**src/rtl/squash_unit_l2.sv**
```systemverilog
// squash_unit_l2: registered squash arbiter with a squash-suppression window.
// Each cycle the oldest valid squash channel is chosen. The age of a sequence
// number is its modular distance from the locally tracked in-flight head. The
// chosen squash is issued one cycle later unless an open window already covers it.
// Optional build macro SQUASH_UNIT_L2_STATS_EN adds the counters stat_issued
// and stat_filtered.
module squash_unit_l2 #(
    parameter int p_num_arb       = 4,
    parameter int p_seq_num_bits  = 5,
    parameter int p_window_cycles = 8
) (
    input  logic                                 clk,
    input  logic                                 rst_n,
    input  logic [p_num_arb*p_seq_num_bits-1:0]  arb_seq_num,
    input  logic [p_num_arb*32-1:0]              arb_target,
    input  logic [p_num_arb-1:0]                 arb_val,
    input  logic [p_seq_num_bits-1:0]            commit_seq_num,
    input  logic                                 commit_val,
`ifdef SQUASH_UNIT_L2_STATS_EN
    output logic [15:0]                          stat_issued,
    output logic [15:0]                          stat_filtered,
`endif
    output logic [p_seq_num_bits-1:0]            gnt_seq_num,
    output logic [31:0]                          gnt_target,
    output logic                                 gnt_val
);

    localparam int W = p_seq_num_bits;
    localparam logic [W-1:0] SEQ_ONE  = W'(1);
    localparam logic [7:0]   WIN_LOAD = 8'(p_window_cycles);

    typedef enum logic {
        ST_IDLE   = 1'b0,
        ST_WINDOW = 1'b1
    } win_state_e;

    win_state_e      state_q, state_d;
    logic [W-1:0]    head_q, head_d;
    logic [W-1:0]    win_seq_q, win_seq_d;
    logic [7:0]      win_cnt_q, win_cnt_d;
    logic            gnt_val_q, gnt_val_d;
    logic [W-1:0]    gnt_seq_q, gnt_seq_d;
    logic [31:0]     gnt_tgt_q, gnt_tgt_d;

    logic [W-1:0]    ch_seq [p_num_arb];
    logic [31:0]     ch_tgt [p_num_arb];
    logic [W-1:0]    ch_age [p_num_arb];

    logic            cand_found;
    logic [W-1:0]    cand_seq;
    logic [31:0]     cand_tgt;
    logic [W-1:0]    cand_age;
    logic [W-1:0]    win_age;
    logic            issue;

    // Unpack the channels and compute each channel's age relative to the registered head.
    for (genvar gi = 0; gi < p_num_arb; gi++) begin : g_ch
        assign ch_seq[gi] = arb_seq_num[gi*W +: W];
        assign ch_tgt[gi] = arb_target[gi*32 +: 32];
        assign ch_age[gi] = ch_seq[gi] - head_q;
    end

    // Oldest-valid selection. A strict less-than comparison keeps the lowest index on ties.
    always_comb begin
        cand_found = 1'b0;
        cand_seq   = '0;
        cand_tgt   = '0;
        cand_age   = '0;
        for (int i = 0; i < p_num_arb; i++) begin
            if (arb_val[i] && (!cand_found || ch_age[i] < cand_age)) begin
                cand_found = 1'b1;
                cand_seq   = ch_seq[i];
                cand_tgt   = ch_tgt[i];
                cand_age   = ch_age[i];
            end
        end
    end

    // Filter: an open window lets through only squashes strictly older than its seq num.
    assign win_age = win_seq_q - head_q;
    assign issue   = cand_found && ((state_q == ST_IDLE) || (cand_age < win_age));

    // Next-state logic for the window FSM, the head and the grant registers.
    always_comb begin
        state_d   = state_q;
        win_seq_d = win_seq_q;
        win_cnt_d = win_cnt_q;
        head_d    = commit_val ? (commit_seq_num + SEQ_ONE) : head_q;
        gnt_val_d = issue;
        gnt_seq_d = issue ? cand_seq : gnt_seq_q;
        gnt_tgt_d = issue ? cand_tgt : gnt_tgt_q;
        case (state_q)
            ST_IDLE: begin
                if (issue) begin
                    state_d   = ST_WINDOW;
                    win_seq_d = cand_seq;
                    win_cnt_d = WIN_LOAD;
                end
            end
            ST_WINDOW: begin
                // An issue takes priority over expiry or a closing commit in the same cycle.
                if (issue) begin
                    win_seq_d = cand_seq;
                    win_cnt_d = WIN_LOAD;
                end else if ((win_cnt_q == 8'd1) ||
                             (commit_val && (commit_seq_num == win_seq_q))) begin
                    state_d   = ST_IDLE;
                    win_cnt_d = 8'd0;
                end else begin
                    win_cnt_d = win_cnt_q - 8'd1;
                end
            end
            default: begin
                state_d   = ST_IDLE;
                win_cnt_d = 8'd0;
            end
        endcase
    end

    // State register. Reset discards any open window.
    always_ff @(posedge clk or negedge rst_n) begin
        if (!rst_n) begin
            state_q   <= ST_IDLE;
            head_q    <= '0;
            win_seq_q <= '0;
            win_cnt_q <= 8'd0;
            gnt_val_q <= 1'b0;
            gnt_seq_q <= '0;
            gnt_tgt_q <= '0;
        end else begin
            state_q   <= state_d;
            head_q    <= head_d;
            win_seq_q <= win_seq_d;
            win_cnt_q <= win_cnt_d;
            gnt_val_q <= gnt_val_d;
            gnt_seq_q <= gnt_seq_d;
            gnt_tgt_q <= gnt_tgt_d;
        end
    end

    assign gnt_val     = gnt_val_q;
    assign gnt_seq_num = gnt_seq_q;
    assign gnt_target  = gnt_tgt_q;

`ifdef SQUASH_UNIT_L2_STATS_EN
    logic [15:0] stat_issued_q;
    logic [15:0] stat_filtered_q;

    // Saturating counters: issued squashes and cycles in which a candidate was dropped.
    always_ff @(posedge clk or negedge rst_n) begin
        if (!rst_n) begin
            stat_issued_q   <= 16'd0;
            stat_filtered_q <= 16'd0;
        end else begin
            if (issue && (stat_issued_q != 16'hFFFF)) begin
                stat_issued_q <= stat_issued_q + 16'd1;
            end
            if (cand_found && !issue && (stat_filtered_q != 16'hFFFF)) begin
                stat_filtered_q <= stat_filtered_q + 16'd1;
            end
        end
    end

    assign stat_issued   = stat_issued_q;
    assign stat_filtered = stat_filtered_q;
`endif

endmodule

```
**config.mk**
```make
export PLATFORM = sky130hd
export DESIGN_NAME = squash_unit_l2
export DESIGN_NICKNAME = d
export VERILOG_FILES = /design/src/rtl/squash_unit_l2.sv
export SDC_FILE = /design/constraint.sdc
export NUM_CORES = 1
export LEC_CHECK = 0
export ABC_AREA = 1
export CELL_PAD_IN_SITES_DETAIL_PLACEMENT = 1
export CELL_PAD_IN_SITES_GLOBAL_PLACEMENT = 1
export CORE_ASPECT_RATIO = 0.75
export CORE_MARGIN = 2
export CORE_UTILIZATION = 48
export CTS_CLUSTER_SIZE = 20
export DETAILED_ROUTE_END_ITERATION = 10
export DONT_BUFFER_PORTS = 1
export PLACE_DENSITY = 0.95
export SETUP_SLACK_MARGIN = 0.1
export SLEW_MARGIN = 20
export SYNTH_ARGS = -nofsm -noshare
export SYNTH_HDL_FRONTEND = slang
export SYNTH_SLANG_ARGS = --single-unit
```
**constraint.sdc**
```tcl
create_clock -name clk -period 16.3 [get_ports clk]
set_input_delay 3.26 -clock clk [delete_from_list [all_inputs] [get_ports clk]]
set_output_delay 3.26 -clock clk [all_outputs]
set_load 0.01 [all_outputs]
```
Word-level counts from Yosys, hierarchy flattened
Index checks and enable logic that the tools add are counted.
{"block": "totals", "register_bits": 57, "input_bits": 160, "output_inout_bits": 38, "elab_cells": 60}
{"block": "classes", "add_sub_neg": 7, "magnitude_cmp": 4, "n_eq_ne": 3, "n_mux": 25, "bitwise_logic": 1, "reduce_logical": 13}
{"operator": "two-way mux 32 bit", "n": 4}
{"operator": "two-way mux 5 bit", "n": 9}
{"operator": "subtractor 5 bit", "n": 5}
{"operator": "two-way mux 8 bit", "n": 3}
{"operator": "< comparator 5 bit", "n": 4}
{"operator": "one-hot mux 8 bit (2 select lines)", "n": 1}
{"operator": "equality test 8 x 1 -> 1 bit, second input constant", "n": 1}
{"operator": "subtractor 8 x 1 -> 8 bit, second input constant", "n": 1}
{"operator": "two-way mux 1 bit", "n": 7}
{"operator": "adder 5 x 1 -> 5 bit, second input constant", "n": 1}
{"operator": "equality test 5 bit", "n": 1}
{"operator": "logical AND 1 bit", "n": 5}
{"operator": "logical OR 1 bit", "n": 5}
{"operator": "zero test 1 bit", "n": 3}
{"operator": "inequality test 2 bit, second input constant", "n": 1}
{"operator": "one-hot mux 1 bit (2 select lines)", "n": 1}
{"operator": "NOT 1 bit", "n": 1}

Logic depth before layout (Yosys ltp)
{"block": "depth", "depth_word": 19, "ltp_mapped": 58, "depth_no_buf": 51}

Least setup slack after synthesis
Ideal clock, no wire load.
{"block": "synth_timing", "path_kind": "in2reg", "startpoint": "input port arb_seq_num[0]", "endpoint": "register gnt_seq_q[1] (netlist: gnt_seq_num[1])", "setup_ns": 0.117, "arrival_ns": 9.381, "required_time_ns": 16.183, "slack_ns": 6.802, "cell_stages": 51, "path_buffers": 7, "path_cell_list": "inv_1 -> ha_1 -> inv_1 -> fa_1 -> nand2_1 -> inv_1 -> o21a_1 -> nor2_1 -> o21ai_0 -> ha_1 -> nand2_1 -> nor2_1 -> nand2_1 -> nand3_1 -> nand2_1 -> nand2_1 -> buf_6 -> clkbuf_1 -> [... 15 more ...] -> nand2_1 -> nand2_1 -> nand2_2 -> buf_2 -> buf_2 -> inv_1 -> o21ai_0 -> ha_1 -> a21oi_1 -> nor2_1 -> a211oi_1 -> nand2_1 -> nand2_2 -> nand2_1 -> buf_6 -> buf_6 -> nand2_1 -> nand2_1"}
{"block": "synth_between", "elab_chain_len": 17, "elab_cells_between_ends": 25, "classes_between": "add/sub (1); order compare (4); mux (10); reduce/logical (10)"}
{"item": "start, declared", "line_no": "14", "source": "input logic [p_num_arb*p_seq_num_bits-1:0] arb_seq_num,"}
{"item": "subtractor 5 bit *", "line_no": "60", "source": "assign ch_age[gi] = ch_seq[gi] - head_q;"}
{"item": "two-way mux 5 bit *", "line_no": "70", "source": "if (arb_val[i] && (!cand_found || ch_age[i] < cand_age)) begin"}
{"item": "< comparator 5 bit", "line_no": "70"}
{"item": "logical OR 1 bit", "line_no": "70"}
{"item": "logical AND 1 bit", "line_no": "70"}
{"item": "two-way mux 5 bit / two-way mux 1 bit (equally long branches)", "line_no": "70"}
{"item": "< comparator 5 bit / zero test 1 bit (equally long branches)", "line_no": "70"}
{"item": "logical OR 1 bit", "line_no": "70"}
{"item": "logical AND 1 bit", "line_no": "70"}
{"item": "two-way mux 5 bit / two-way mux 1 bit (equally long branches)", "line_no": "70"}
{"item": "< comparator 5 bit / zero test 1 bit (equally long branches)", "line_no": "70"}
{"item": "logical OR 1 bit", "line_no": "70"}
{"item": "logical AND 1 bit", "line_no": "70"}
{"item": "two-way mux 5 bit", "line_no": "70"}
{"item": "< comparator 5 bit", "line_no": "81", "source": "assign issue = cand_found && ((state_q == ST_IDLE) || (cand_age < win_age));"}
{"item": "logical OR 1 bit", "line_no": "81"}
{"item": "logical AND 1 bit", "line_no": "81"}
{"item": "end signal, assigned", "line_no": "136", "source": "gnt_seq_q <= gnt_seq_d;"}
{"item": "end, declared", "line_no": "42", "source": "logic [W-1:0] gnt_seq_q, gnt_seq_d;"}
Every way passes the cells marked *; elsewhere a longest branch is shown, timed or not.
A chain may end at the register's enable or synchronous reset.

Worst setup path after layout
Same ends and word-level chain as after synthesis.

==> results.md <==
- Status: finished, final reports clean
- GRT Overall Usage: 0.3106
- Skew final: 0.01198 ns
- CTS sink cnt: 52
- Crit end category: register
- Root Buffer: clkbuf_16
- GRT Residual Overflow: 0
- Yosys cell types: 34
- Prevailing post-synth register cell: dfrtp_1
- CTS Buffer Depth: 2
- Placer Congestion: 0.9959
- Largest net degree at the start of global routing: 75
- Max Cap Viol: 0
- Final hold violation count: 0
- Resized Gates After CTS: 0
- Yosys reg bits: 52
- Power share of the sequential group: 0.232
- Commonest non-fill, non-tap cell in the layout: nand2_1
- Initial Util: 0.4988
- Cell area after synthesis: 0.004856 mm2
- Setup slack after layout: 3.760 ns
- Worst Tran Pin Value: 0.8078 ns
- Worst hold-check path type: register to register
- Clk network pwr share: 0.084
- I/O pins: 198
- Peak supply drop: 0.0001648 V
- WS Path Type: input pin to register
- Comb pwr share: 0.684
- Most frequent cells in the layout: nand2_1 (273), nor2_1 (59), nand3_1 (55)
- Startpoint types: input pin
- RSZ-0062 raised after global routing: false
- Buffers on Ports: 0
- Max Fclk: 0.07975 GHz
- TritonCTS Buffers: 5
- Vias in the first global route: 5086
- Final WL: 17450 um
- Gate Count Post-Synth: 725
- Tcrit/Tclk final: 0.7693
- Vias/cell: 6.110
- Number of buffers added for setup after CTS: 0
- Leak Pwr: 2.476 nW
- Detailed Place HPWL: 13900 um
- Net Switching: 734.3 uW
- Cts hold-fix bufs: 0
- CTS tree: done
- Headroom to the max-slew limit: 0.4596
- Pint: 524.2 uW
- Syn avg cell area: 6.698 um2
- Wire per inst: 21.12 um
- DR vias: 5047
- Reg clk slew, reported paths: 0.07 ns
- Horiz. Die Dim: 120.1 um
- Final slew viol count: 0
- CP max FO: 74
- # diodes: 0
- Drc violations: 0
- Final ANT Viol Nets: 0
- Core Rows: 31
- # setup viols final: 0
- Arrival @ worst endpoint: 12.71 ns
- Post-synth EDFFs: 0
- CP dominant cell by count: nand2_1
- Post-synth net total: 928
- Die ar.: 0.01095 mm2
- Sequential share of the synthesized area: 0.2680
- Total power: 1.258 mW
- Reg2Reg Setup Slack: 6.17 ns
- Final #Nets: 896
- Async SR Flop Fraction: 1.000
- Layout area overhead: 2.448%
- Pre-CTS setup slack: 3.296 ns
- Hold path startpoint: gnt_target[21]
- Iter 0 DRT Violations: 396
- RR Startpoint: head_q[1]
- Pwr dens: 253.0 mW/mm2
- Critical Path Slowest Stage Cell: nand2_2
- Switching portion of total power: 0.5834
- Total number of yosys warnings: 0
- Latest clock arrival within the worst-skew pair: 0.29 ns
- Layout cells sized above 1: 0.03026
- Setup crit start: arb_seq_num[0]
- CP max stage delay: 0.60 ns
- Die Ht: 91.11 um
- Initial antenna violation count: 0
- Final setup TNS: 0 ns
- CTS H-Tree Depth: 2
- Core area: 0.009736 mm2
- First-pass GRT wire length: 26700 um
- CP required: 16.47 ns
- Router iterations before antenna repair: 5
- Min Clock Period, post-route: 12.54 ns
## power groups by stage
stage / Combinational, mW / Sequential (mW) / Clock [mW]
6_report: 0.861 / 0.292 / 0.105
5_1_grt: 0.967 / 0.296 / 0.111
4_1_cts: 0.852 / 0.291 / 0.106
3_5_place_dp: 0.830 / 0.292 / 0
3_3_place_gp: 0.754 / 0.289 / 0
2_1_floorplan: 0.715 / 0.263 / 0
## critical path: cells and delay by family
| kind | cells | cell delay [ns] |
|---|---|---|
| simple gates | 25 | 3.72 |
| buf+inv | 9 | 2.09 |
| compound gates | 9 | 1.82 |
| fa+ha+maj | 6 | 1.72 |
## worst paths after layout
kind,cells past startpoint,to
setup / recovery,49,gnt_seq_num[1]
hold / removal,2,gnt_target[21]
setup reg to reg,47,gnt_seq_num[1]
hold reg to reg,2,gnt_target[21]
max in group asynchronous,0,gnt_target[2]
min in group asynchronous,0,head_q[2]
## final cells by class
| cell class | instances | area, um2 |
|---|---|---|
| inverters | 39 | 146.4 |
| multi-input cells | 591 | 3186 |
| fillers | 1345 | 4761 |
| repair buffers | 4 | 30.03 |
| flip-flops and latches | 52 | 1301 |
| well taps | 132 | 165.2 |
| clock buffers | 5 | 125.1 |
| clock inverters | 3 | 21.27 |
## metrics by stage
step / cell area, um2 / cells / utilization / hold slack, ns
floorplan: 4856 / 725 / - / 0.4711
global placement: 4828 / 818 / 0.4960 / 0.4977
detailed placement: 4828 / 818 / 0.4960 / 0.5163
CTS: 4975 / 826 / 0.5110 / 0.5557
global route: 4975 / 826 / 0.5110 / 0.5749
finish: 4975 / 826 / 0.5110 / 0.5505
## metal layers
layer  vias to the layer above  part of all wire  global-route usage
li1                       2346                 -                   -
met1                      2472              0.42              0.3915
met2                       199              0.48              0.5388
met3                        30             0.076             0.07035
met4                         0             0.019             0.07353
met5                         -                 0                   0
## state kept, by name, indices dropped and copies added (netlist names)
signal,count
win_cnt_q,8
state_q,1
gnt_target,32
gnt_seq_num,5
gnt_val,1
head_q,5
## synthesized netlist by cell type, types with 2 or more instances
| master | number | area [um2] |
|---|---|---|
| a211oi_1 | 3 | 22.52 |
| a21oi_1 | 15 | 75.07 |
| a31oi_1 | 36 | 225.2 |
| buf_1 | 2 | 7.510 |
| buf_2 | 6 | 30.03 |
| buf_4 | 3 | 22.52 |
| buf_6 | 6 | 67.56 |
| clkbuf_1 | 26 | 97.59 |
| dfrtp_1 | 52 | 1301 |
| fa_1 | 5 | 100.1 |
| ha_1 | 38 | 475.5 |
| inv_1 | 39 | 146.4 |
| nand2_1 | 274 | 1028 |
| nand2_2 | 3 | 18.77 |
| nand3_1 | 55 | 275.3 |
| nor2_1 | 59 | 221.5 |
| nor3_1 | 3 | 15.01 |
| o211ai_1 | 37 | 277.8 |
| o21ai_0 | 21 | 105.1 |
| o22ai_1 | 2 | 12.51 |
| or2_2 | 3 | 18.77 |
| xnor2_1 | 9 | 78.83 |
| xor2_1 | 17 | 148.9 |
## logic make-up (layout without fill, tap and decap cells)
family | Yosys count | count (layout) | share of synthesized area
AOI/OAI and AO/OA | 119 | 119 | 0.1569
DFF | 52 | 52 | 0.2680
buffers and inverters | 82 | 51 | 0.07653
and+or+nand+nor | 403 | 403 | 0.3332
xor gates and xnor gates | 26 | 26 | 0.04690
adders and majority gates | 43 | 43 | 0.1185
No activity file was read; power rests on OpenSTA's default activity.
